==> config.mk <==
export PLATFORM = sky130hd
export DESIGN_NAME = ex_flag_stage
export DESIGN_NICKNAME = d
export VERILOG_FILES = /design/src/rtl/wisc_pkg.sv /design/src/rtl/branch_cond.sv /design/src/rtl/ex_flag_stage.sv
export SDC_FILE = /design/constraint.sdc
export NUM_CORES = 1
export LEC_CHECK = 0
export BUFFER_PORTS_ARGS = -buffer_cell sky130_fd_sc_hd__buf_2
export CORE_UTILIZATION = 46
export CTS_CLUSTER_SIZE = 30
export DETAILED_ROUTE_END_ITERATION = 8
export GPL_ROUTABILITY_DRIVEN = 0
export PLACE_DENSITY = 0.84
export SKIP_CTS_REPAIR_TIMING = 1
export SLEW_MARGIN = 20
export SYNTH_ARGS = -nofsm -noshare
export SYNTH_HDL_FRONTEND = slang
export SYNTH_SLANG_ARGS = --single-unit
==> constraint.sdc <==
create_clock -name clk -period 4.25 [get_ports clk]
set_clock_uncertainty 0.15 [all_clocks]
set_input_delay 0.6375 -clock clk [delete_from_list [all_inputs] [get_ports clk]]
set_output_delay 0.6375 -clock clk [all_outputs]
set_load 0.1 [all_outputs]
==> src/rtl/wisc_pkg.sv <==
// wisc_pkg: shared opcode, condition-code and flag types for the WISC pipeline.
package wisc_pkg;
    typedef enum logic [3:0] {
        ADD = 4'h0, SUB = 4'h1, XOR = 4'h2, RED = 4'h3,
        SLL = 4'h4, SRA = 4'h5, ROR = 4'h6, PADDSB = 4'h7,
        LW = 4'h8, SW = 4'h9, LLB = 4'hA, LHB = 4'hB,
        B = 4'hC, BR = 4'hD, PCS = 4'hE, HLT = 4'hF
    } opcode_t;
    typedef enum logic [2:0] {
        NE = 3'b000, EQ = 3'b001, GT = 3'b010, LT = 3'b011,
        GTE = 3'b100, LTE = 3'b101, OVFL = 3'b110, UNCOND = 3'b111
    } ccc_t;
    typedef struct packed {
        logic z;
        logic v;
        logic n;
    } flags_t;
    // Opcodes that write Z (ADD/SUB also write V and N).
    function automatic logic is_zflag_op(opcode_t op);
        return op inside {ADD, SUB, XOR, SLL, SRA, ROR};
    endfunction
    function automatic logic is_allflag_op(opcode_t op);
        return op inside {ADD, SUB};
    endfunction
endpackage

==> src/rtl/branch_cond.sv <==
// branch_cond: evaluates a branch condition code against a set of Z/V/N flags.
module branch_cond
    import wisc_pkg::*;
(
    input  ccc_t   ccc,
    input  flags_t flags,
    output logic   taken
);
    always_comb begin
        taken = 1'b0;
        case (ccc)
            NE:      taken = ~flags.z;
            EQ:      taken = flags.z;
            GT:      taken = ~flags.z & ~flags.n;
            LT:      taken = flags.n;
            GTE:     taken = flags.z | ~flags.n;
            LTE:     taken = flags.n | flags.z;
            OVFL:    taken = flags.v;
            UNCOND:  taken = 1'b1;
            default: taken = 1'b0;
        endcase
    end
endmodule

==> src/rtl/ex_flag_stage.sv <==
// ex_flag_stage: EX/MEM pipeline register, Z/V/N flag register and branch resolution
// with optional bypass of flags being written this cycle.
module ex_flag_stage
    import wisc_pkg::*;
#(
    parameter int WIDTH       = 16,
    parameter bit FLAG_BYPASS = 1'b1
) (
    input  logic             clk,
    input  logic             rst,
    input  logic             ex_valid,
    input  logic [3:0]       ex_opcode,
    input  logic [WIDTH-1:0] ex_result,
    input  logic             ex_ovfl,
    input  logic             stall,
    input  logic             flush,
    input  logic             id_is_branch,
    input  logic [2:0]       id_ccc,
    output logic             mem_valid,
    output logic [3:0]       mem_opcode,
    output logic [WIDTH-1:0] mem_result,
    output logic             flag_z,
    output logic             flag_v,
    output logic             flag_n,
    output logic             br_taken
);
    flags_t nxt;
    flags_t eff;
    logic   fwe;
    logic   zw;
    logic   aw;
    logic   taken;

    always_comb begin
        fwe   = ex_valid & ~stall & ~flush;
        zw    = fwe & is_zflag_op(opcode_t'(ex_opcode));
        aw    = fwe & is_allflag_op(opcode_t'(ex_opcode));
        nxt.z = zw ? (ex_result == '0) : flag_z;
        nxt.v = aw ? ex_ovfl : flag_v;
        nxt.n = aw ? ex_result[WIDTH-1] : flag_n;
    end

    assign eff      = FLAG_BYPASS ? nxt : flags_t'({flag_z, flag_v, flag_n});
    assign br_taken = id_is_branch & taken;

    branch_cond u_cond (
        .ccc   (ccc_t'(id_ccc)),
        .flags (eff),
        .taken (taken)
    );

    // nxt already equals the held flags unless fwe, so a plain load is safe here.
    always_ff @(posedge clk) begin
        if (rst) begin
            mem_valid  <= 1'b0;
            mem_opcode <= '0;
            mem_result <= '0;
            {flag_z, flag_v, flag_n} <= 3'b000;
        end else if (flush) begin
            mem_valid <= 1'b0;
        end else if (!stall) begin
            mem_valid  <= ex_valid;
            mem_opcode <= ex_opcode;
            mem_result <= ex_result;
            {flag_z, flag_v, flag_n} <= {nxt.z, nxt.v, nxt.n};
        end
    end
endmodule

## Yosys cells after proc, flatten, opt, wreduce, memory -nomap -nowiden

Index checks and enable logic that the tools add are counted.

| cells by class | value |
|---|---|
| equality and inequality tests | 12 |
| multiplexer cells | 4 |
| bitwise gates (word level) | 12 |
| reductions and logical operators | 7 |

Operators with widths:

| kind | count |
|---|---|
| $logic_not 16->1 | 1 |
| $eq 3x3->1 const B | 4 |
| $eq 4x3->1 const B | 3 |
| $pmux 1 s8 | 1 |
| $and 1x1->1 | 6 |
| $eq 3x2->1 const B | 2 |
| $reduce_bool 6->1 | 1 |
| $eq 4x1->1 const B | 1 |
| $eq 4x2->1 const B | 1 |
| $logic_not 4->1 | 1 |
| $not 1->1 | 4 |
| $eq 3x1->1 const B | 1 |
| $logic_not 3->1 | 1 |
| $mux 1 | 3 |
| $or 1x1->1 | 2 |
| $reduce_and 2->1 | 1 |
| $reduce_bool 2->1 | 1 |
| $reduce_or 2->1 | 1 |

| storage, ports and cells | value |
|---|---|
| register bits after elaboration | 24 |
| output and inout port bits | 25 |

## Longest topological paths before layout

| logic depth | value |
|---|---|
| depth in word-level cells | 9 |
| gate-level depth with buffers | 6 |
| depth with buffers taken out | 5 |

## Modules after synthesis

A second synthesis with hierarchy kept.

| unflattened totals | value |
|---|---|
| cell total of the unflattened synthesis | 130 |
| area total of the unflattened synthesis | 1016.0 um2 |

Modules (own cells, without submodules):

| module | times used | cells each | area an instance (um2) | seq. area each (um2) |
|---|---|---|---|---|
| ex_flag_stage | 1 | 119 | 939.7 | 480.5 |
| branch_cond | 1 | 11 | 76.3 | 0.0 |

## Worst setup path before layout

OpenSTA, ideal clock, no wires.

| timing path | value |
|---|---|
| kind | input -> output |
| start | in ex_opcode[3] |
| end | out br_taken |
| arrival | 3.590 ns |
| data required time | 3.462 ns |
| setup slack | -0.128 ns |
| stages on the path | 5 |
| path buffers | 0 |
| path through | or4b_4 > nor4b_4 > a21oi_1 > or3_1 > a31oi_1 |

| on the way | value |
|---|---|
| word-level cells in the longest chain between the ends | 8 |
| elaborated cells on any way between the ends | 20 |
| those cells by class | eq/ne: 5; mux: 4; bitwise: 8; reduce/logical: 3 |

Ends and longest elaborated chain:

| element | RTL line | text |
|---|---|---|
| from (decl) | ex_flag_stage.sv:12 | `input logic [3:0] ex_opcode,` |
| $eq 4x1->1, or another cell as far along | wisc_pkg.sv:20, wisc_pkg.sv:23 |  |
| $reduce_bool 6->1 or $reduce_bool 2->1 (tied branches) | wisc_pkg.sv:20, wisc_pkg.sv:23 |  |
| $and 1x1->1, on equally long branches | ex_flag_stage.sv:36, ex_flag_stage.sv:37 |  |
| $mux 1, on equally long branches | ex_flag_stage.sv:38, ex_flag_stage.sv:40 |  |
| $not 1->1, on equally long branches | branch_cond.sv:12, branch_cond.sv:14, branch_cond.sv:16 |  |
| $and 1x1->1 or $or 1x1->1 (tied branches) | branch_cond.sv:14, branch_cond.sv:16 |  |
| $pmux 1 s8 * | branch_cond.sv:11 | `case (ccc)` |
| $and 1x1->1 * | ex_flag_stage.sv:44 | `assign br_taken = id_is_branch & taken;` |
| to (decl) | ex_flag_stage.sv:25 | `output logic br_taken` |

Mark *: on every way between the ends. The rest lies on a longest branch, timed or not.

## Worst setup path in the final report

| timing path | value |
|---|---|
| start | in stall |
| end | out br_taken |

| on the way | value |
|---|---|
| word-level cells in the longest chain between the ends | 9 |
| elaborated cells on any way between the ends | 15 |
| those cells by class | mux: 4; bitwise: 11 |

Ends and longest elaborated chain:

| element | RTL line | text |
|---|---|---|
| from (decl) | ex_flag_stage.sv:15 | `input logic stall,` |
| $not 1->1 (no line) * | n/a |  |
| $and 1x1->1 * (2 in series) | ex_flag_stage.sv:35 | `fwe = ex_valid & ~stall & ~flush;` |
| $and 1x1->1, on equally long branches | ex_flag_stage.sv:37, ex_flag_stage.sv:36 |  |
| $mux 1, on equally long branches | ex_flag_stage.sv:40, ex_flag_stage.sv:38 |  |
| $not 1->1, on equally long branches | branch_cond.sv:14, branch_cond.sv:16, branch_cond.sv:12 |  |
| $or 1x1->1 or $and 1x1->1 (tied branches) | branch_cond.sv:16, branch_cond.sv:14 |  |
| $pmux 1 s8 * | branch_cond.sv:11 |  |
| $and 1x1->1 * | ex_flag_stage.sv:44 |  |

Marks and branches as above.

==> results_dict.tcl <==
set metrics [dict create \
    grt_max_degree 25 \
    period_share_pct 82.0 \
    synthDistinctLibCells 21 \
    p_leak_nw 0.633 \
    yosysMostFrequentCell "nand2_1" \
    yosys.area.top_type_share_pct 47.9 \
    drtPass1Iterations 4 \
    grt_pass1_wl_mm 4.10 \
    crit_fanout 4 \
    syn_area_per_cell_um2 7.96 \
    synth_compound_area_share_pct 15.7 \
    async_flop_share_pct 0 \
    fin_nets 208 \
    vias_per_cell 5.13 \
    antenna_found_initial 0 \
    end_kind "primary output" \
    io_buffer_count 54 \
    ys_top_cells_by_area "dfxtp_1, nand2_1, a21oi_1, mux2i_1, nor4_1" \
    hp-class "flop to flop" \
    postLayoutCoreUtil_pct 67.0 \
    drc_errors 0 \
    ant_nets 0 \
    tns_ns 0 \
    synth_mux_area_share_pct 3.99 \
    cp_data_arrival_time_ns 2.70 \
    detail_route.wirelength_mm 2.45 \
    cts_buffer_depth 2 \
    worstMarginPinSlew_ns 0.725 \
    synth_seq_cells 24 \
    area_delta_synth_final_pct 33.7 \
    ys_top_cells_by_count "nand2_1, a21oi_1, dfxtp_1" \
    numCtsBuffers 3 \
    cts_tree "built" \
    synth-xor-area-share_pct 0 \
    synth_cells 126 \
    start_util_pct 50.1 \
    clk_pin_slew_ns 0.13 \
    dp_hpwl_mm 1.89 \
    vias 1047 \
    grt_use_total_pct 21.8 \
    wl_per_cell_um 12.0 \
    critPathKind "input pin to primary output" \
    maxCapViolCount 0 \
    place_area_um2 1290 \
    p_per_area_nw_per_um2 394 \
    synth-simple-area-share_pct 28.9 \
    synth_fa_ha_area_share_pct 0 \
    synth_top_family_by_area "simple AND/OR/NAND/NOR gates" \
    finalSetupViolations 0 \
    drt-initial-drc-count 8 \
    root_buffer "clkbuf_4" \
    num_antenna_cells 0 \
    outcome "complete, no violations" \
    clkLatencyLatePin_ns 0.30 \
    drive_above_1_share_pct 36.2 \
    rows 16 \
    netlist.top_cell.by_area "dfxtp_1" \
    layout.cells.non_filler 204 \
    dp_cells 200 \
    synth_fp_nets 156 \
    grt_pass1_vias 988 \
    core_um2 2000 \
    maxSlewViolCount 0 \
    ys.flop_type "dfxtp_1" \
    die-width_um 48.7 \
    fp.dieArea_um2 2370 \
    globalRouteOverflowTotal 0 \
    yosysWarnings 0 \
    final_area_um2 1340 \
    fmax_mhz 287 \
    critPathRequiredTime_ns 3.46 \
    ys_seq_area_share_pct 47.9 \
    vdd_ir_drop_max_v 0.000230 \
    start_kind "input pin" \
    num_io_pins 55 \
    syn_area_um2 1000 \
    htreeDepth 1 \
    relSlewSlack_pct 51.6 \
    die_y_um 48.7 \
    clock_sinks 24 \
    hold_viol_final 0 \
    reg2reg_setup_slack_ns 3.30 \
    fin_crit_ns 3.49 \
    holdWs_ns 0.313 \
    synth_edf_count 0 \
    grt_setup_unrepaired "no" \
]
per-stage QoR:
| stage | power [mW] | worst slack, ns |
|---|---|---|
| floorplan | 0.339 | 0.528 |
| CTS | 0.532 | 0.772 |
| global placement | 0.369 | 0.840 |
| global route | 0.548 | 0.698 |
| finish | 0.529 | 0.764 |
| detailed placement | 0.372 | 0.785 |
per-layer routing:
layer,up-vias,routed length [um],GRT usage (%)
met5,-,0,0
met4,0,10,4.41
met3,2,162,4.72
met2,40,1260,42.8
met1,474,1020,23.5
li1,531,-,-
area by class of cell:
class	count	area (um^2)
sequential	24	480
inverter	2	7.51
fill	204	661
clock inverter	1	30.0
clock buffer	3	22.5
timing repair buffer	54	270
tap	27	33.8
multi-input combinational	93	497
registers in the layout (all words and copies together) (netlist names):
| name | cells |
|---|---|
| flag_z | 1 |
| mem_valid | 1 |
| flag_v | 1 |
| flag_n | 1 |
| mem_result | 16 |
| mem_opcode | 4 |
worst paths after layout:
check,from,cells after the start,to
worst min register to register,mem_result[5]$_SDFFE_PP0P_,2,mem_result[5]$_SDFFE_PP0P_
worst max-delay path,stall,7,br_taken
worst max register to register,flag_z$_SDFFE_PP0P_,2,flag_z$_SDFFE_PP0P_
worst min-delay path,mem_result[5]$_SDFFE_PP0P_,2,mem_result[5]$_SDFFE_PP0P_
kinds of logic (layout without fill, tap and decap cells):
| kind of cell | Yosys count | in the layout |
|---|---|---|
| flops | 24 | 24 |
| buf+inv | 9 | 60 |
| mux | 4 | 4 |
| simple gates | 61 | 61 |
| compound gates | 28 | 28 |
critical path: stages:
cell	delay (ns)
buf_2	0.13
or4b_4	0.54
or3_1	0.42
a21oi_1	0.27
nor4b_1	0.10
a31oi_2	0.14
buf_2	0.44
power breakdown:
| part | leakage, nW | switching [mW] | internal, mW |
|---|---|---|---|
| logic | 0.409 | 0.102 | 0.0267 |
| registers | 0.196 | 0.00425 | 0.234 |
| clock network | 0.0279 | 0.0665 | 0.0952 |
| total | 0.633 | 0.173 | 0.356 |
cell usage in the layout, fill, tap and decap left out:
master      n
clkbuf_4    3
nor2_1      5
nor4b_1     1
a221o_1     1
inv_1       2
a21oi_1    24
nand2_1    42
bufinv_16   1
or3_1       2
nor4b_4     1
a211oi_2    1
and4_1      1
nor4_1      4
o221ai_1    1
or2_2       1
mux2i_1     4
buf_2      54
a31oi_2     1
dfxtp_1    24
nor2b_1     1
nor2_2      1
or4b_4      1
nor3_1      1
(Power assumes the default switching activity.)
